**src/rtl/register_scoreboard.sv**
```systemverilog
// Per-register pending-write scoreboard for an in-order pipeline: tracks outstanding
// writes per register and raises a stall for RAW hazards or a load-use bubble.
module register_scoreboard (
    input  logic        clk,
    input  logic        rst_n,
    input  logic        issue_en,
    input  logic        issue_wb_en,
    input  logic        issue_mem_r_en,
    input  logic [3:0]  issue_dest,
    input  logic [3:0]  src1,
    input  logic [3:0]  src2,
    input  logic        two_src,
    input  logic        forward_en,
    input  logic        retire_en,
    input  logic [3:0]  retire_dest,
    input  logic        flush,
    output logic        hazard_detected,
    output logic [15:0] busy_mask,
    output logic        sb_err
);

    logic [15:0][1:0] cnt_q, cnt_d;
    logic             ld_valid_q, ld_valid_d;
    logic [3:0]       ld_dest_q, ld_dest_d;
    logic             err_q, err_d;

    logic             issue_acc;
    logic [15:0]      inc_vec;
    logic [15:0]      dec_vec;

    // Stall is derived from registered state only, so a retire in WB releases it a cycle later.
    always_comb begin
        if (forward_en) begin
            hazard_detected = ld_valid_q &
                              ((src1 == ld_dest_q) | (two_src & (src2 == ld_dest_q)));
        end else begin
            hazard_detected = busy_mask[src1] | (two_src & busy_mask[src2]);
        end
    end

    assign issue_acc = issue_en & issue_wb_en & ~hazard_detected;
    assign inc_vec   = issue_acc ? (16'h0001 << issue_dest) : 16'h0000;
    assign dec_vec   = retire_en ? (16'h0001 << retire_dest) : 16'h0000;

    always_comb begin
        cnt_d = cnt_q;
        err_d = err_q;
        for (int r = 0; r < 16; r++) begin
            if (flush) begin
                cnt_d[r] = 2'd0;
            end else if (inc_vec[r] && !dec_vec[r]) begin
                if (cnt_q[r] == 2'd3) err_d = 1'b1;
                else                  cnt_d[r] = cnt_q[r] + 2'd1;
            end else if (dec_vec[r] && !inc_vec[r]) begin
                if (cnt_q[r] == 2'd0) err_d = 1'b1;
                else                  cnt_d[r] = cnt_q[r] - 2'd1;
            end
        end
    end

    always_comb begin
        ld_valid_d = flush ? 1'b0 : (issue_acc & issue_mem_r_en);
        ld_dest_d  = issue_dest;
    end

    always_comb begin
        busy_mask = 16'h0000;
        for (int r = 0; r < 16; r++) begin
            busy_mask[r] = |cnt_q[r];
        end
    end

    assign sb_err = err_q;

    always_ff @(posedge clk or negedge rst_n) begin
        if (!rst_n) begin
            cnt_q      <= '0;
            ld_valid_q <= 1'b0;
            ld_dest_q  <= 4'd0;
            err_q      <= 1'b0;
        end else begin
            cnt_q      <= cnt_d;
            ld_valid_q <= ld_valid_d;
            ld_dest_q  <= ld_dest_d;
            err_q      <= err_d;
        end
    end

endmodule

```
**config.mk**
```make
export PLATFORM = sky130hd
export DESIGN_NAME = register_scoreboard
export DESIGN_NICKNAME = d
export VERILOG_FILES = /design/src/rtl/register_scoreboard.sv
export SDC_FILE = /design/constraint.sdc
export NUM_CORES = 1
export LEC_CHECK = 0
export ABC_AREA = 0
export ABC_CLOCK_PERIOD_IN_PS = 4900
export BUFFER_PORTS_ARGS = -buffer_cell sky130_fd_sc_hd__buf_2
export CORE_AREA = 5 5 83 85
export CTS_CLUSTER_DIAMETER = 80
export DETAILED_ROUTE_END_ITERATION = 6
export DIE_AREA = 0 0 88 90
export GPL_TIMING_DRIVEN = 0
export PLACE_DENSITY = 0.75
export SETUP_SLACK_MARGIN = 0.05
export SLEW_MARGIN = 10
export SYNTH_ARGS = -nofsm -noshare
export SYNTH_HDL_FRONTEND = slang
export SYNTH_SLANG_ARGS = --single-unit
```
**constraint.sdc**
```tcl
create_clock -name clk -period 4.9 [get_ports clk]
set_input_delay 0.98 -clock clk [delete_from_list [all_inputs] [get_ports clk]]
set_output_delay 0.98 -clock clk [all_outputs]
set_load 0.005 [all_outputs]
```
# Word level (Yosys, flattened, before mapping)
# Cells that the tools add are included.
[totals]
ff_bits = 38
output_inout_bits = 18
[op_classes]
order_cmp = 2
n_shift = 2
muxes = 168
n_reduce_logical = 128
n_addsub = 32
n_eq_ne = 50
bitwise_logic = 9
[ops]
columns = ["cell", "n"]
rows = [
  ["2-bit 2-to-1 mux", 80],
  ["3-bit != test, second input constant", 32],
  ["1-bit 2-to-1 mux", 84],
  ["3-bit AND reduction", 16],
  ["3-bit nonzero test", 16],
  ["2-bit by 1-bit adder with 2-bit output, second input constant", 16],
  ["2-bit == test, second input constant", 16],
  ["1-bit logical AND", 32],
  ["1-bit logical NOT", 32],
  ["2-bit logical NOT", 16],
  ["16-bit 2-to-1 mux", 2],
  ["2-bit OR reduction", 16],
  ["1-bit by 4-bit << shifter with 16-bit output, first input constant", 2],
  ["2-bit by 1-bit subtractor with 2-bit output, second input constant", 16],
  ["4-bit by 5-bit less-than comparator with 1-bit output, second input constant", 2],
  ["1-bit binary-select mux with 4-bit select", 2],
  ["4-bit == test", 2],
  ["1-bit AND", 6],
  ["1-bit OR", 2],
  ["1-bit inverter", 1],
]

# Longest topological paths before layout
# Gate-level depths: netlist of the first run.
[depth]
ltp_word = 74
depth_mapped = 12

# Least setup slack after synthesis of the first run
# Ideal clock, no wire load.
[synth_timing]
path_kind = "input -> output"
start = "input src2[2]"
end = "output hazard_detected"
t_arrival_ps = 2770
path_slack_ps = 1150
cell_stages = 7
required_ps = 3920
cell_sequence = "buf_1 -> mux4_2 -> a2111oi_0 -> nand4_1 -> o21ai_2 -> inv_2 -> buf_6"
[synth_between]
elab_chain_cells = 5
[synth_rtl]
columns = ["element", "line", "text"]
rows = [
  ["from (decl)", "11", "input logic [3:0] src2,"],
  ["1-bit binary-select mux with 4-bit select or 4-bit == test (tied branches)", "37, 35", ""],
  ["1-bit 2-to-1 mux (not written as such) or 1-bit AND (tied branches)", "37, 35", ""],
  ["1-bit AND or 1-bit OR (tied branches)", "37, 35", ""],
  ["1-bit OR or 1-bit AND (tied branches)", "37, 34", ""],
  ["1-bit 2-to-1 mux *", "33", "if (forward_en) begin"],
  ["to (decl)", "17", "output logic hazard_detected,"],
]
# Every way passes the cells marked *; elsewhere a longest branch is shown, timed or not. The select of a mux whose other input is x is not followed.

# Final worst setup path of the first run
# Ends and elaborated chain as after synthesis.

==> qor.yml, run 1 <==
hold_viol: 0
fin_nets: 483
power.leakage_nw: 1.55
syn_nets: 437
tightestPinTransition_ps: 1020
endpoint_kind: "output port"
cts_root_buf: "clkbuf_8"
rsz0062_at_grt: "false"
routedWlPerCell_um: 19.7
io-pin-count: 43
start_kind: "input pin"
switching_share_pct: 31.6
route.met2.wl_um: 4740
crit_required_ps: 3920
drive_gt1_share_pct: 16.4
clkSinkCount: 38
stdcell_count: 535
drc: 0
port_buffers: 39
numCtsBuffers: 5
grt_pass1_wl_um: 16500
diodes: 0
power_uw: 677
dp.cells: 528
grt_pass1_vias: 3283
drtPass1Iterations: 5
netlist_instances: 412
die_area_um2: 7920
ir_drop_uv: 104
synth_top_cell_area_share_pct: 29.8
pwr-share-comb_pct: 20.4
p_int_uw: 463
route.top_layer_used: "met4"
p_per_area_nw_per_um2: 190
pwr-share-clk_pct: 31.3
synth_edf_count: 0
synthFlopType: "dfrtp_1"
num_vias: 3510
p_sw_uw: 214
antenna_found_initial: 0
synth.top_cells.by_area: "dfrtp_1 30%, a21oi_1 8.5%, nor2_1 4.7%"
drv_cap: 0
synthTopCellsByCount: "54 x a21oi_1, 40 x nor2_1, 38 x dfrtp_1, 38 x nand2_1, 20 x o21ai_0"
stdcell_area_um2: 3560
finalSetupTns_ps: 0
drtIter0Drc: 468
hp-class: "reg2reg"
cts_resized: 0
row_count: 29
clock_path_buffers: 2
cts_setup_buffers: 0
synth-seq-area-share_pct: 29.8
cts-hold-fix-buffers: 0
coreArea_um2: 6130
worstSetupPathType: "in2out"
avgViaCountPerCell: 6.56
h-tree-depth: 2
grt_max_degree: 39
synth_area_um2: 3190
clock_latency_ps: 300
synth_most_common_cell: "a21oi_1"
synth_warnings: 0
hpwl_um: 7900
setup_viol: 0
clk_pin_slew_worst_paths_ps: 70
synth.avg_cell_area_um2: 7.75
die_h_um: 90
gp_congestion: 0.991
syn_to_final_growth_pct: 11.6
yosys.area.top_type: "dfrtp_1"
min_period_over_period_pct: 90.0
skew_ps: 8.39
wl_met1_um: 4490
yosys.cell_types.count: 65
chipWidth_um: 88
wl_met3_um: 908
drv_slew: 0
critPathMaxFanout: 10
dpl-instance-area_um2: 3490
routed_wl_um: 10500
grt_overflow: 0
arrival_ps: 3430
tritoncts: "done"
ys_seq_elements: 38
status: "finished, final reports clean"
max_freq_mhz: 227
initial_utilization_pct: 52.1
fin_crit_ps: 4410
async_reset_ff_share_pct: 100
ant_nets: 0
maxSlewHeadroom_pct: 31.8
fin_util_pct: 58.1
sequentialPowerShare_pct: 48.3
grt_usage_pct: 26.6
## metal layers
metal	vias to the layer above	GRT usage [%]
met4	0	8.95
met1	1654	36.8
met3	36	4.57
met5	-	0
li1	1628	-
met2	192	41.6
## critical path, stage by stage
cell       delay [ps]
buf_1             430
mux4_2            600
a2111oi_0         410
nand4_1           200
o21ai_2           380
inv_2             100
buf_6             180
buf_2             140
## area by class of cell
| type | count | area (um2) |
|---|---|---|
| Timing Repair Buffer | 39 | 195 |
| Fill cell | 592 | 2570 |
| Multi-Input combinational cell | 341 | 2110 |
| Tap cell | 77 | 96.3 |
| Buffer | 20 | 86.3 |
| Inverter | 13 | 48.8 |
| Clock inverter | 2 | 10.0 |
| Sequential cell | 38 | 951 |
| Clock buffer | 5 | 68.8 |
## cell families after synthesis
family                    count (synthesis)  synth area share [%]
AOI/OAI and AO/OA                       144                  28.9
xor gates and xnor gates                  8                  2.19
buffers and inverters                    33                  4.23
DFF                                      38                  29.8
muxes                                     7                  3.45
and+or+nand+nor                         182                  31.5
## path summary, 6_finish.rpt
kind	cells past startpoint	end	start	slack, ps
setup / recovery	8	hazard_detected	src2[2]	490
hold / removal	1	cnt_q[20]$_DFFE_PN0P_	cnt_q[20]$_DFFE_PN0P_	530
setup reg to reg	11	sb_err$_DFF_PN0_	cnt_q[28]$_DFFE_PN0P_	1290
hold reg to reg	1	cnt_q[20]$_DFFE_PN0P_	cnt_q[20]$_DFFE_PN0P_	530
max in group asynchronous	1	cnt_q[0]$_DFFE_PN0P_	rst_n	3560
min in group asynchronous	1	cnt_q[23]$_DFFE_PN0P_	rst_n	790
## registers in the layout (all words and copies together), names as in the netlist
name,flops
sb_err,1
cnt_q,32
ld_dest_q,4
ld_valid_q,1
## stage by stage
| step | hold slack (ps) | worst slack [ps] |
|---|---|---|
| floorplan | 482 | 1150 |
| global placement | 516 | 568 |
| detailed placement | 524 | 607 |
| CTS | 535 | 603 |
| global route | 551 | 361 |
| finish | 534 | 491 |
## power groups by stage
| stage | clock [mW] | combinational, mW | sequential, mW |
|---|---|---|---|
| 2_1_floorplan | 0 | 0.0783 | 0.332 |
| 3_3_place_gp | 0 | 0.133 | 0.333 |
| 3_5_place_dp | 0 | 0.133 | 0.333 |
| 4_1_cts | 0.218 | 0.134 | 0.327 |
| 5_1_grt | 0.229 | 0.147 | 0.328 |
| 6_report | 0.212 | 0.139 | 0.327 |
## cell usage in the layout, fill, tap and decap left out, drive strengths merged, types with 4 or more instances in the layout
master  instances
or2            13
nand3           4
and2           14
o21ai          24
o211ai          8
nand2          38
a31oi           7
and3            8
a21o           10
nor3           12
nor3b           6
nor4            8
nand2b         10
nor4b           5
nor2           41
dfrtp          38
nor2b           6
clkbuf         18
xor2            6
a211oi          9
buf            46
inv            13
nand4           9
a21oi          54
(Power assumes the default switching activity.)
==> run 2, diff against run 1 <==
--- a/config.mk
+++ b/config.mk
@@ -8,12 +8,12 @@
 export ABC_AREA = 0
 export ABC_CLOCK_PERIOD_IN_PS = 4900
 export BUFFER_PORTS_ARGS = -buffer_cell sky130_fd_sc_hd__buf_2
-export CORE_AREA = 5 5 83 85
+export CORE_AREA = 5 5 86 88
 export CTS_CLUSTER_DIAMETER = 80
 export DETAILED_ROUTE_END_ITERATION = 6
-export DIE_AREA = 0 0 88 90
+export DIE_AREA = 0 0 91 93
 export GPL_TIMING_DRIVEN = 0
-export PLACE_DENSITY = 0.75
+export PLACE_DENSITY = 0.7
 export SETUP_SLACK_MARGIN = 0.05
 export SLEW_MARGIN = 10
 export SYNTH_ARGS = -nofsm -noshare
==> constraint.sdc (replaced) <==
create_clock -name clk -period 4.9 [get_ports clk]
set_input_delay 0.98 -clock clk [delete_from_list [all_inputs] [get_ports clk]]
set_output_delay 0.98 -clock clk [all_outputs]
set_load 0.1 [all_outputs]
==> run 2 against run 1 <==
Core utilization fell by 3.3 points. First-iteration DRC count fell by 18%. Global-route usage fell by 0.51 points. Sequential power barely moved. Sequential share of layout area fell by 0.25 points. Largest cell class unchanged. Worst hold slack got worse by 2.7 ps.
==> qor.yml, run 2 (synthesis results as in run 1) <==
hold_viol: 0
gp_congestion: 0.954
drv_slew: 0
cts-hold-fix-buffers: 0
crit_required_ps: 3920
clock_path_buffers: 2
rsz0062_at_grt: "false"
sequentialPowerShare_pct: 41.9
routed_wl_um: 10900
numCtsBuffers: 5
cts_setup_buffers: 0
cts_root_buf: "clkbuf_8"
routedWlPerCell_um: 20.2
ant_nets: 0
die_h_um: 93
fin_nets: 483
pwr-share-clk_pct: 35.1
fin_crit_ps: 4490
port_buffers: 39
fillerInstances: 636
slowest_stage: "clkbuf_1"
arrival_ps: 3510
cts_resized: 0
grt_max_degree: 39
initial_utilization_pct: 48.6
drtPass1Iterations: 5
switching_share_pct: 33.8
largest_register_ff_count: 32
drc: 0
grtUsageMet1_pct: 36.9
start_kind: "input pin"
whs_ps: 531
antenna_found_initial: 0
reg_top3: "cnt_q: 32 flops, ld_dest_q: 4 flops"
grtUsageMet2_pct: 39.0
cp_slowest_stage_delay_ps: 480
hpwl_um: 8240
tritoncts: "done"
grt-busiest-layer: "met2"
skew_ps: 8.22
grt_overflow: 0
critPathMostFrequentCell: "buf_2"
finalSetupTns_ps: 0
avgViaCountPerCell: 6.48
hp-class: "reg2reg"
power.leakage_nw: 1.57
p_sw_uw: 264
num_vias: 3493
min_period_over_period_pct: 91.7
grt_usage_pct: 26.1
critPathMaxFanout: 10
power_uw: 782
coreArea_um2: 6570
clkSinkCount: 38
top_register: "cnt_q"
tightestPinTransition_ps: 948
clock_latency_ps: 300
max_freq_mhz: 223
drv_cap: 0
endpoint_kind: "output port"
ir_drop_uv: 192
h-tree-depth: 2
drive_gt1_share_pct: 16.6
io-pin-count: 43
crit_path_cell_trace: "buf_2 -> clkbuf_1 -> nor3b_1 -> o21ai_0 -> a22oi_1 -> nand4_1 -> o21ai_2 -> inv_2 -> buf_6 -> buf_2"
grt_pass1_wl_um: 17500
drtIter0Drc: 385
worstSetupPathType: "in2out"
syn_to_final_growth_pct: 12.7
p_int_uw: 518
p_per_area_nw_per_um2: 217
clk_pin_slew_worst_paths_ps: 80
row_count: 30
pwr-share-comb_pct: 23.0
die_area_um2: 8460
mostFrequentLayoutCell: "a21oi_1"
status: "finished, final reports clean"
layout_common_cells: "54 x a21oi_1, 42 x buf_2, 40 x nor2_1"
maxSlewHeadroom_pct: 36.6
setup_viol: 0
chipWidth_um: 91
grt_pass1_vias: 3248
diodes: 0
global_route.usage.met3_pct: 6.28
[run 2: cell types whose count changed in the layout (fill, tap and decap cells not counted)]
cell and change:
bufinv_16 +1
[run 2: power groups by stage]
stage	sequential [mW]	clock, mW	combinational, mW
floorplan	0.359	0	0.0928
global placement	0.333	0	0.177
detailed placement	0.333	0	0.178
CTS	0.327	0.279	0.178
global route	0.328	0.291	0.193
finish	0.327	0.275	0.180
[run 2: worst paths after layout]
| path | startpoint | to | slack [ps] | depth (start not counted) |
|---|---|---|---|---|
| worst min-delay path | cnt_q[20]$_DFFE_PN0P_ | cnt_q[20]$_DFFE_PN0P_ | 530 | 1 |
| worst max register to register | cnt_q[28]$_DFFE_PN0P_ | sb_err$_DFF_PN0_ | 1410 | 11 |
| worst max-delay path | src1[1] | hazard_detected | 410 | 10 |
| max in group asynchronous | rst_n | cnt_q[10]$_DFFE_PN0P_ | 3530 | 1 |
| worst min register to register | cnt_q[20]$_DFFE_PN0P_ | cnt_q[20]$_DFFE_PN0P_ | 530 | 1 |
| min in group asynchronous | rst_n | cnt_q[23]$_DFFE_PN0P_ | 800 | 1 |
[run 2: metrics by stage]
step | utilization [%] | area [um2] | instances | worst slack, ps
6_report | 54.8 | 3600 | 539 | 407
3_5_place_dp | 53.1 | 3490 | 531 | 412
5_1_grt | 54.8 | 3600 | 539 | 334
3_3_place_gp | 53.1 | 3490 | 531 | 290
4_1_cts | 54.8 | 3600 | 539 | 447
2_1_floorplan | - | 3190 | 412 | 1090
[run 2: layer usage]
layer  up-vias  routed length (um)
met5         -                   0
met4         0                 324
met3        25                 891
met2       175                4820
met1      1666                4840
li1       1627                   -
[run 2: area by class of cell]
| cell class | instances | area, um2 | share of cell area, % |
|---|---|---|---|
| Sequential cell | 38 | 951 | 26.4 |
| Buffer | 20 | 86.3 | 2.40 |
| Multi-Input combinational cell | 341 | 2110 | 58.6 |
| Tap cell | 80 | 100 | 2.78 |
| Inverter | 13 | 48.8 | 1.36 |
| Clock buffer | 5 | 68.8 | 1.91 |
| Clock inverter | 3 | 40.0 | 1.11 |
| Timing Repair Buffer | 39 | 195 | 5.42 |
[run 2: worst max-delay path: cells and delay by family]
family | cells | cell delay (ps)
simple gates | 2 | 520
compound gates | 3 | 780
buf+inv | 5 | 1230
